File: config.mk
export PLATFORM = sky130hd
export DESIGN_NAME = sys_clk_rst_seq
export DESIGN_NICKNAME = d
export VERILOG_FILES = /design/src/rtl/sys_clk_rst_seq.sv
export SDC_FILE = /design/constraint.sdc
export NUM_CORES = 1
export LEC_CHECK = 0
export ABC_AREA = 1
export CELL_PAD_IN_SITES_DETAIL_PLACEMENT = 1
export CELL_PAD_IN_SITES_GLOBAL_PLACEMENT = 1
export CORE_ASPECT_RATIO = 0.75
export CORE_MARGIN = 4
export CORE_UTILIZATION = 47
export CTS_BUF_LIST = sky130_fd_sc_hd__clkbuf_4 sky130_fd_sc_hd__clkbuf_8
export DETAILED_ROUTE_END_ITERATION = 7
export PLACE_DENSITY = 0.88
export SLEW_MARGIN = 20
export SYNTH_ARGS = -nofsm -noshare
export SYNTH_HDL_FRONTEND = slang
export SYNTH_SLANG_ARGS = --single-unit
File: constraint.sdc
create_clock -name refclk -period 2.2 [get_ports refclk]
set_input_delay 0.55 -clock refclk [delete_from_list [all_inputs] [get_ports refclk]]
set_output_delay 0.55 -clock refclk [all_outputs]
set_load 0.02 [all_outputs]
File: src/rtl/sys_clk_rst_seq.sv
// PLL reset/lock sequencer: pulses the PLL reset, qualifies extlock with a timeout
// and bounded retry, then releases per-domain resets in staggered order.
module sys_clk_rst_seq #(
    parameter int NUM_CH           = 3,
    parameter int PLL_RST_CYC      = 8,
    parameter int LOCK_STABLE_CYC  = 1024,
    parameter int LOCK_TIMEOUT_CYC = 65535,
    parameter int STAGGER_CYC      = 16,
    parameter int MAX_RETRY        = 3,
    parameter int CNT_W            = 16
) (
    input  logic              refclk,
    input  logic              reset,
    input  logic              extlock,
    output logic              pll_rst,
    output logic [NUM_CH-1:0] ch_rst,
    output logic              ready,
    output logic              fail,
    output logic [7:0]        lock_lost_cnt
);
    localparam int STB_W = $clog2(LOCK_STABLE_CYC + 1);
    localparam int RTY_W = $clog2(MAX_RETRY + 1);

    localparam logic [CNT_W-1:0]  TMR_ONE    = CNT_W'(1);
    localparam logic [CNT_W-1:0]  PLL_LAST   = CNT_W'(PLL_RST_CYC - 1);
    localparam logic [CNT_W-1:0]  TOUT_LAST  = CNT_W'(LOCK_TIMEOUT_CYC - 1);
    localparam logic [CNT_W-1:0]  STAG_LAST  = CNT_W'(STAGGER_CYC - 1);
    localparam logic [STB_W-1:0]  STB_ONE    = STB_W'(1);
    localparam logic [STB_W-1:0]  STB_LAST   = STB_W'(LOCK_STABLE_CYC);
    localparam logic [RTY_W-1:0]  RTY_ONE    = RTY_W'(1);
    localparam logic [RTY_W-1:0]  RTY_LAST   = RTY_W'(MAX_RETRY - 1);
    localparam logic [NUM_CH-1:0] CH_ALL     = '1;
    // Releasing is a left shift of zeros into the reset vector, channel 0 first.
    localparam logic [NUM_CH-1:0] CH_FIRST   = CH_ALL << 1;

    typedef enum logic [2:0] {
        S_PLL_RST,
        S_WAIT_LOCK,
        S_STABLE,
        S_RELEASE,
        S_RUN,
        S_FAIL
    } state_t;

    state_t            state_q;
    logic              sync1_q;
    logic              lock_s_q;
    logic [CNT_W-1:0]  timer_q;
    logic [STB_W-1:0]  stable_q;
    logic [RTY_W-1:0]  retry_q;
    logic              pll_rst_q;
    logic [NUM_CH-1:0] ch_rst_q;
    logic              ready_q;
    logic              fail_q;
    logic [7:0]        lost_cnt_q;

    logic lock_timeout_d;
    assign lock_timeout_d = (timer_q == TOUT_LAST);

    always_ff @(posedge refclk) begin
        if (reset) begin
            sync1_q    <= 1'b0;
            lock_s_q   <= 1'b0;
            state_q    <= S_PLL_RST;
            timer_q    <= '0;
            stable_q   <= '0;
            retry_q    <= '0;
            pll_rst_q  <= 1'b1;
            ch_rst_q   <= CH_ALL;
            ready_q    <= 1'b0;
            fail_q     <= 1'b0;
            lost_cnt_q <= '0;
        end else begin
            sync1_q  <= extlock;
            lock_s_q <= sync1_q;
            case (state_q)
                S_PLL_RST: begin
                    if (timer_q == PLL_LAST) begin
                        state_q   <= S_WAIT_LOCK;
                        timer_q   <= '0;
                        pll_rst_q <= 1'b0;
                    end else begin
                        timer_q <= timer_q + TMR_ONE;
                    end
                end
                S_WAIT_LOCK, S_STABLE: begin
                    // Timeout wins over any lock activity in the same cycle.
                    if (lock_timeout_d) begin
                        timer_q   <= '0;
                        stable_q  <= '0;
                        pll_rst_q <= 1'b1;
                        retry_q   <= retry_q + RTY_ONE;
                        if (retry_q == RTY_LAST) begin
                            state_q <= S_FAIL;
                            fail_q  <= 1'b1;
                        end else begin
                            state_q <= S_PLL_RST;
                        end
                    end else begin
                        timer_q <= timer_q + TMR_ONE;
                        if (!lock_s_q) begin
                            state_q  <= S_WAIT_LOCK;
                            stable_q <= '0;
                        end else if (state_q == S_WAIT_LOCK) begin
                            state_q  <= S_STABLE;
                            stable_q <= STB_ONE;
                        end else if (stable_q == STB_LAST) begin
                            state_q  <= S_RELEASE;
                            stable_q <= '0;
                            retry_q  <= '0;
                            timer_q  <= '0;
                            ch_rst_q <= CH_FIRST;
                        end else begin
                            stable_q <= stable_q + STB_ONE;
                        end
                    end
                end
                S_RELEASE, S_RUN: begin
                    if (!lock_s_q) begin
                        state_q   <= S_PLL_RST;
                        timer_q   <= '0;
                        retry_q   <= '0;
                        pll_rst_q <= 1'b1;
                        ch_rst_q  <= CH_ALL;
                        ready_q   <= 1'b0;
                        if (lost_cnt_q != 8'hFF) begin
                            lost_cnt_q <= lost_cnt_q + 8'd1;
                        end
                    end else if (state_q == S_RELEASE) begin
                        if (!ch_rst_q[NUM_CH-1]) begin
                            state_q <= S_RUN;
                            ready_q <= 1'b1;
                        end else if (timer_q == STAG_LAST) begin
                            timer_q  <= '0;
                            ch_rst_q <= ch_rst_q << 1;
                        end else begin
                            timer_q <= timer_q + TMR_ONE;
                        end
                    end
                end
                S_FAIL: begin
                    pll_rst_q <= 1'b1;
                    ch_rst_q  <= CH_ALL;
                    ready_q   <= 1'b0;
                    fail_q    <= 1'b1;
                end
                default: begin
                    state_q   <= S_PLL_RST;
                    timer_q   <= '0;
                    pll_rst_q <= 1'b1;
                    ch_rst_q  <= CH_ALL;
                    ready_q   <= 1'b0;
                end
            endcase
        end
    end

    assign pll_rst       = pll_rst_q;
    assign ch_rst        = ch_rst_q;
    assign ready         = ready_q;
    assign fail          = fail_q;
    assign lock_lost_cnt = lost_cnt_q;

endmodule

==> results.cfg, run 1 <==
[sta]
fin_skew_ns = 0.00887
tightest_slew_ns = 0.432
post-route-period-util_pct = 87.7
setup-tns-final_ns = 0
rsz0062_at_grt = no
setup_ws_ns = 0.271
setup_viol_count_final = 0
timing.fmax_ghz = 0.518
hold_viol = 0
finalCriticalPeriod_ns = 1.93
maxSlewHeadroom_pct = 71.2
finalMaxSlewViolations = 0

[placement]
portBuffers = 16
gp_congestion = 0.879
placed_area_sq_mm = 0.00312
hpwlAfterDp_mm = 6.53
place_ws_ns = 0.341

[setup_path]
cp-start-kind = flop
arrival_ns = 1.38
cp_cell_sequence = clkdlybuf4s50_1
r2r-end = timer_q[2]$_SDFFE_PP0P_
cp.required_ns = 1.65
cp-end-kind = primary output
rr_worst_depth = 9
crit_family = buffers and inverters
max_stage_delay_ns = 0.64
critical_path.slowest_cell = clkdlybuf4s50_1
path_buf_inv = 1
crit_type = flop to primary output
cp_max_fo = 5
rrSetupSlack_ns = 0.29
rr_startpoint = state_q[0]$_SDFFE_PP0P_

[synth]
syn-num-nets = 465
synth.avg_cell_area_sq_um = 6.32
netlist_instances = 456
ys_seq_elements = 48
ys_types = 33
syn_area_sq_mm = 0.00288
ys_seq_area_share_pct = 33.3
yosysWarnings = 0

[worst_hold_path]
min_to = lock_s_q$_SDFF_PP0_
min_path_cells = 2
hold_path.class = flop to flop
hp-start = sync1_q$_SDFF_PP0_

[detailed_routing]
totalWireLength_mm = 8.56
routed_via_density = 5.54
ant_nets = 0
drtIter0Drc = 198
drc = 0
route.vias.total = 3066
drtPass1Iterations = 4
wl_per_cell_microns = 15.5

[pwr]
cellPowerDensity_mw_per_mm2 = 785
power_mw = 2.52
total_leakage_power_nw = 1.27
p_clk_share_pct = 23.2
vdd_ir_drop_max_v = 0.000541
netSwitchingPower_mw = 1.04
seqPwrFrac_pct = 40.3
power.internal_mw = 1.48
comb_power_share_pct = 36.5
swShare_pct = 41.2

[cts]
cts_buffers = 5
htree_num_levels = 2
clockBufferDepth = 2
insertion_delay_ns = 0.31
clk_pin_slew_ns = 0.10
holdBufCountCts = 0
cts_tree = yes
cts_sinks = 48
cts_root_buffer = clkbuf_8
cts_resized = 0
postCtsSetupBuffers = 0

[global_routing]
grtUsageTotal_pct = 24.2
grt_max_degree = 23
grt_pass1_wl_mm = 14.6
grt_pass1_vias = 3007
grt-ovfl-total = 0
antenna_found_initial = 0

[status]
status = finished, final reports clean

[final_layout]
fin_nets = 483
seq_area_sq_um = 961
num_antenna_cells = 0
fin_area_sq_mm = 0.00321
fillers = 837
multi_input_area_sq_mm = 0.00166
areaGrowthSynthToFinish_pct = 11.5
drive_gt1_share_pct = 7.79

[floorplan]
core_area_sq_mm = 0.00589
row_count = 24
io-pin-count = 17
die_area_sq_mm = 0.00747
die_y_microns = 75.8
die_w_microns = 98.5
initial_utilization_pct = 49.0

[job]
cap_viol_max_count = 0
-- cells in the mapped netlist, drive strengths merged --
cell type | n | area (sq um)
inv | 58 | 220
nor3 | 7 | 35.0
nor2 | 77 | 309
nand4 | 16 | 100
o31ai | 1 | 7.51
dfxtp | 48 | 961
buf | 3 | 27.5
a21oi | 29 | 145
xor2 | 6 | 52.6
clkbuf | 5 | 18.8
o21a | 1 | 7.51
or2 | 1 | 6.26
a21boi | 1 | 7.51
nand3 | 45 | 248
o21ai | 15 | 75.1
a31oi | 5 | 31.3
o21bai | 2 | 15.0
o22ai | 1 | 6.26
o211ai | 2 | 20.0
nand2 | 124 | 493
nand3b | 3 | 22.5
ha | 6 | 75.1
-- worst max-delay path by stage --
stage / from / end / cells after the start
floorplan: lock_lost_cnt[0]$_SDFFE_PP0P_ / lock_lost_cnt[3]$_SDFFE_PP0P_ / 8
global placement: reset / lock_lost_cnt[3]$_SDFFE_PP0P_ / 5
detailed placement: state_q[0]$_SDFFE_PP0P_ / timer_q[0]$_SDFFE_PP0P_ / 9
CTS: ch_rst[2]$_SDFFE_PP1P_ / ch_rst[2] / 1
global route: state_q[0]$_SDFFE_PP0P_ / timer_q[2]$_SDFFE_PP0P_ / 9
finish: ch_rst[2]$_SDFFE_PP1P_ / ch_rst[2] / 1
-- sequential cells by signal (all words and copies together) (netlist names) --
register,count
lock_s_q,1
ch_rst,3
lock_lost_cnt,8
timer_q,16
ready,1
state_q,3
retry_q,2
pll_rst,1
sync1_q,1
stable_q,11
fail,1
-- placed cells by master (no fill, tap or decap), types with 6 or more instances in the layout --
master           synthesis  layout
nand2_1                117     117
nor2_1                  71      71
inv_1                   50      50
dfxtp_1                 48      48
nand3_1                 42      42
a21oi_1                 29      29
nand4_1                 16      16
clkdlybuf4s50_1          0      16
o21ai_0                 12      12
inv_2                    7       7
nor3_1                   7       7
xor2_1                   6       6
ha_1                     6       6
clkbuf_8                 0       6
-- power by group through the flow --
stage               clock network [mW]  logic (mW)  registers (mW)
finish                           0.585       0.920            1.02
global route                     0.638        1.04            1.03
CTS                              0.601       0.913            1.02
detailed placement                   0       0.899            1.04
global placement                     0       0.852            1.03
floorplan                            0       0.636            1.04
-- per-stage QoR --
step | util (%) | std cells | hold WS (ns)
after floorplan | - | 456 | 0.388
after global placement | 53.0 | 545 | 0.407
after detailed placement | 53.0 | 545 | 0.409
after CTS | 54.6 | 553 | 0.425
after global routing | 54.6 | 553 | 0.451
final | 54.6 | 553 | 0.419
-- kinds of logic after synthesis --
group | count (synthesis) | synth area share [%]
AND/OR/NAND/NOR | 273 | 42.1
buffers and inverters | 66 | 9.24
AO/OA/AOI/OAI | 57 | 10.9
flip-flops | 48 | 33.3
XOR/XNOR | 6 | 1.82
adder cells (fa/ha/maj) | 6 | 2.60
-- cell type report --
| cell class | instances | share of cell area [%] |
|---|---|---|
| multi-input combinational | 342 | 51.5 |
| sequential | 48 | 29.9 |
| inverter | 58 | 6.85 |
| timing repair buffer | 19 | 5.68 |
| tap | 78 | 3.04 |
| clock buffer | 6 | 2.57 |
| clock inverter | 2 | 0.428 |
-- layer usage --
metal / global-route usage (%) / vias to the layer above / share of wire, %
met5: 0 / - / 0
li1: - / 1512 / -
met3: 3.29 / 10 / 5.4
met4: 5.30 / 0 / 0.85
met1: 36.6 / 1470 / 52
met2: 36.7 / 74 / 41
No activity file was read; power rests on OpenSTA's default activity.
==> run 2: changes to the inputs <==
- GPL_TIMING_DRIVEN: unset -> 0
==> run 2 against run 1 <==
Against the previous run: sequential share of layout area fell by 0.51 points; clock power grew 30%; die area did not move; critical path type is now flop to flop; largest power group unchanged; fmax fell by 1.3%; critical path depth grew 10; clock-buffer cell count is 1 lower; core utilization rose by 0.96 points; global-route usage increased by 2.0 points; via count is 3.0% higher; cell count grew 0.72%; total power is 8.7% higher; routed wire length is 9.0% higher.
==> results.cfg, run 2 (synthesis gave the netlist of run 1 again) <==
[sta]
post-route-period-util_pct = 88.9
tightest_slew_ns = 0.649
setup-tns-final_ns = 0
rsz0062_at_grt = no
timing.fmax_ghz = 0.512
finalCriticalPeriod_ns = 1.95
hold_viol = 0
finalMaxSlewViolations = 0
setup_viol_count_final = 0
maxSlewHeadroom_pct = 56.7
fin_skew_ns = 0.00794

[setup_path]
cp_max_fo = 4
rr_startpoint = stable_q[0]$_SDFFE_PP0N_
cp-start-kind = flop
r2r-end = retry_q[0]$_SDFFE_PP0P_
cp.required_ns = 2.41
cp-end-kind = flop
crit_type = flop to flop
arrival_ns = 2.16
rrSetupSlack_ns = 0.25
rr_worst_depth = 11
cp-startpoint = stable_q[0]$_SDFFE_PP0N_

[floorplan]
die_y_microns = 75.8
io-pin-count = 17
die_w_microns = 98.5
die_area_sq_mm = 0.00747
core_area_sq_mm = 0.00589
row_count = 24
initial_utilization_pct = 49.0

[cts]
cts_root_buffer = clkbuf_8
cts_tree = yes
cts_buffers = 5
cts_resized = 0
cts_sinks = 48
postCtsSetupBuffers = 0
clockBufferDepth = 2
clk_pin_slew_ns = 0.09
holdBufCountCts = 0
htree_num_levels = 2
insertion_delay_ns = 0.31

[detailed_routing]
ant_nets = 0
drtIter0Drc = 221
route.vias.total = 3157
totalWireLength_mm = 9.34
routed_via_density = 5.67
drtPass1Iterations = 6
wl_per_cell_microns = 16.8
drc = 0

[final_layout]
areaGrowthSynthToFinish_pct = 13.4
multi_input_area_sq_mm = 0.00166
largest_reg_flops = 16
seq_area_sq_um = 961
fin_nets = 488
final_cell_mix = nand2_1, nor2_1, inv_1, dfxtp_1, nand3_1
drive_gt1_share_pct = 7.52
fillers = 840
num_antenna_cells = 0
instances_no_fill = 557
top_register = timer_q
fin_util_pct = 55.6
final_common_cell = nand2_1

[pwr]
total_leakage_power_nw = 1.29
power_mw = 2.74
vdd_ir_drop_max_v = 0.000342
cellPowerDensity_mw_per_mm2 = 839

[global_routing]
grt_max_degree = 15
grt_pass1_wl_mm = 15.5
antenna_found_initial = 0
grt_pass1_vias = 3126
grtUsageTotal_pct = 26.2
grt-ovfl-total = 0

[worst_hold_path]
hp-start = sync1_q$_SDFF_PP0_
min_to = lock_s_q$_SDFF_PP0_
min_path_cells = 2
hold_path.class = flop to flop

[placement]
placed_cells = 550
hpwlAfterDp_mm = 6.90
portBuffers = 16
gp_congestion = 0.926

[job]
cap_viol_max_count = 0

[status]
status = finished, final reports clean
-- run 2: per-layer routing --
metal | up-vias | global-route usage (%) | routed length [microns]
li1 | 1519 | - | -
met4 | 0 | 9.24 | 149
met3 | 14 | 4.57 | 575
met1 | 1513 | 37.0 | 4620
met5 | - | 0 | 0
met2 | 111 | 40.5 | 3990
-- run 2: how the worst max path moves through the flow --
| stage | cells past startpoint | slack [ns] | to |
|---|---|---|---|
| floorplan | 8 | 0.72 | lock_lost_cnt[3]$_SDFFE_PP0P_ |
| finish | 11 | 0.25 | retry_q[0]$_SDFFE_PP0P_ |
| global placement | 5 | 0.12 | lock_lost_cnt[3]$_SDFFE_PP0P_ |
| detailed placement | 5 | 0.07 | lock_lost_cnt[3]$_SDFFE_PP0P_ |
| global route | 11 | 0.02 | retry_q[0]$_SDFFE_PP0P_ |
| CTS | 11 | 0.26 | retry_q[0]$_SDFFE_PP0P_ |
-- run 2: area by class of cell --
class,instances,area share [%]
Sequential cell,48,29.4
Tap cell,78,2.98
Multi-Input combinational cell,342,50.7
Timing Repair Buffer,16,4.90
Inverter,58,6.73
Buffer,8,1.42
Clock buffer,5,2.10
Clock inverter,2,1.84
-- run 2: power breakdown --
part | internal [mW] | leakage, nW | switching [mW]
combinational | 0.298 | 0.833 | 0.673
sequential | 0.941 | 0.389 | 0.0709
clock | 0.448 | 0.0642 | 0.314
-- run 2: per-stage QoR --
step	hold WS, ns	instance area, sq um	setup WS, ns
CTS	0.426	3270	0.262
floorplan	0.388	2880	0.722
finish	0.422	3270	0.245
global route	0.443	3270	0.0209
global placement	0.410	3140	0.116
detailed placement	0.411	3140	0.0696
-- run 2: critical path, cell delays in order, from the launching register on --
cell and delay [ns]:
dfxtp_1 0.35, inv_1 0.11, ha_1 0.17, nand2_1 0.06, nor2_1 0.23, inv_1 0.07
nor2_1 0.19, inv_1 0.10, o21ai_1 0.30, nand3_1 0.12, nand2_1 0.10, nor2_1 0.06
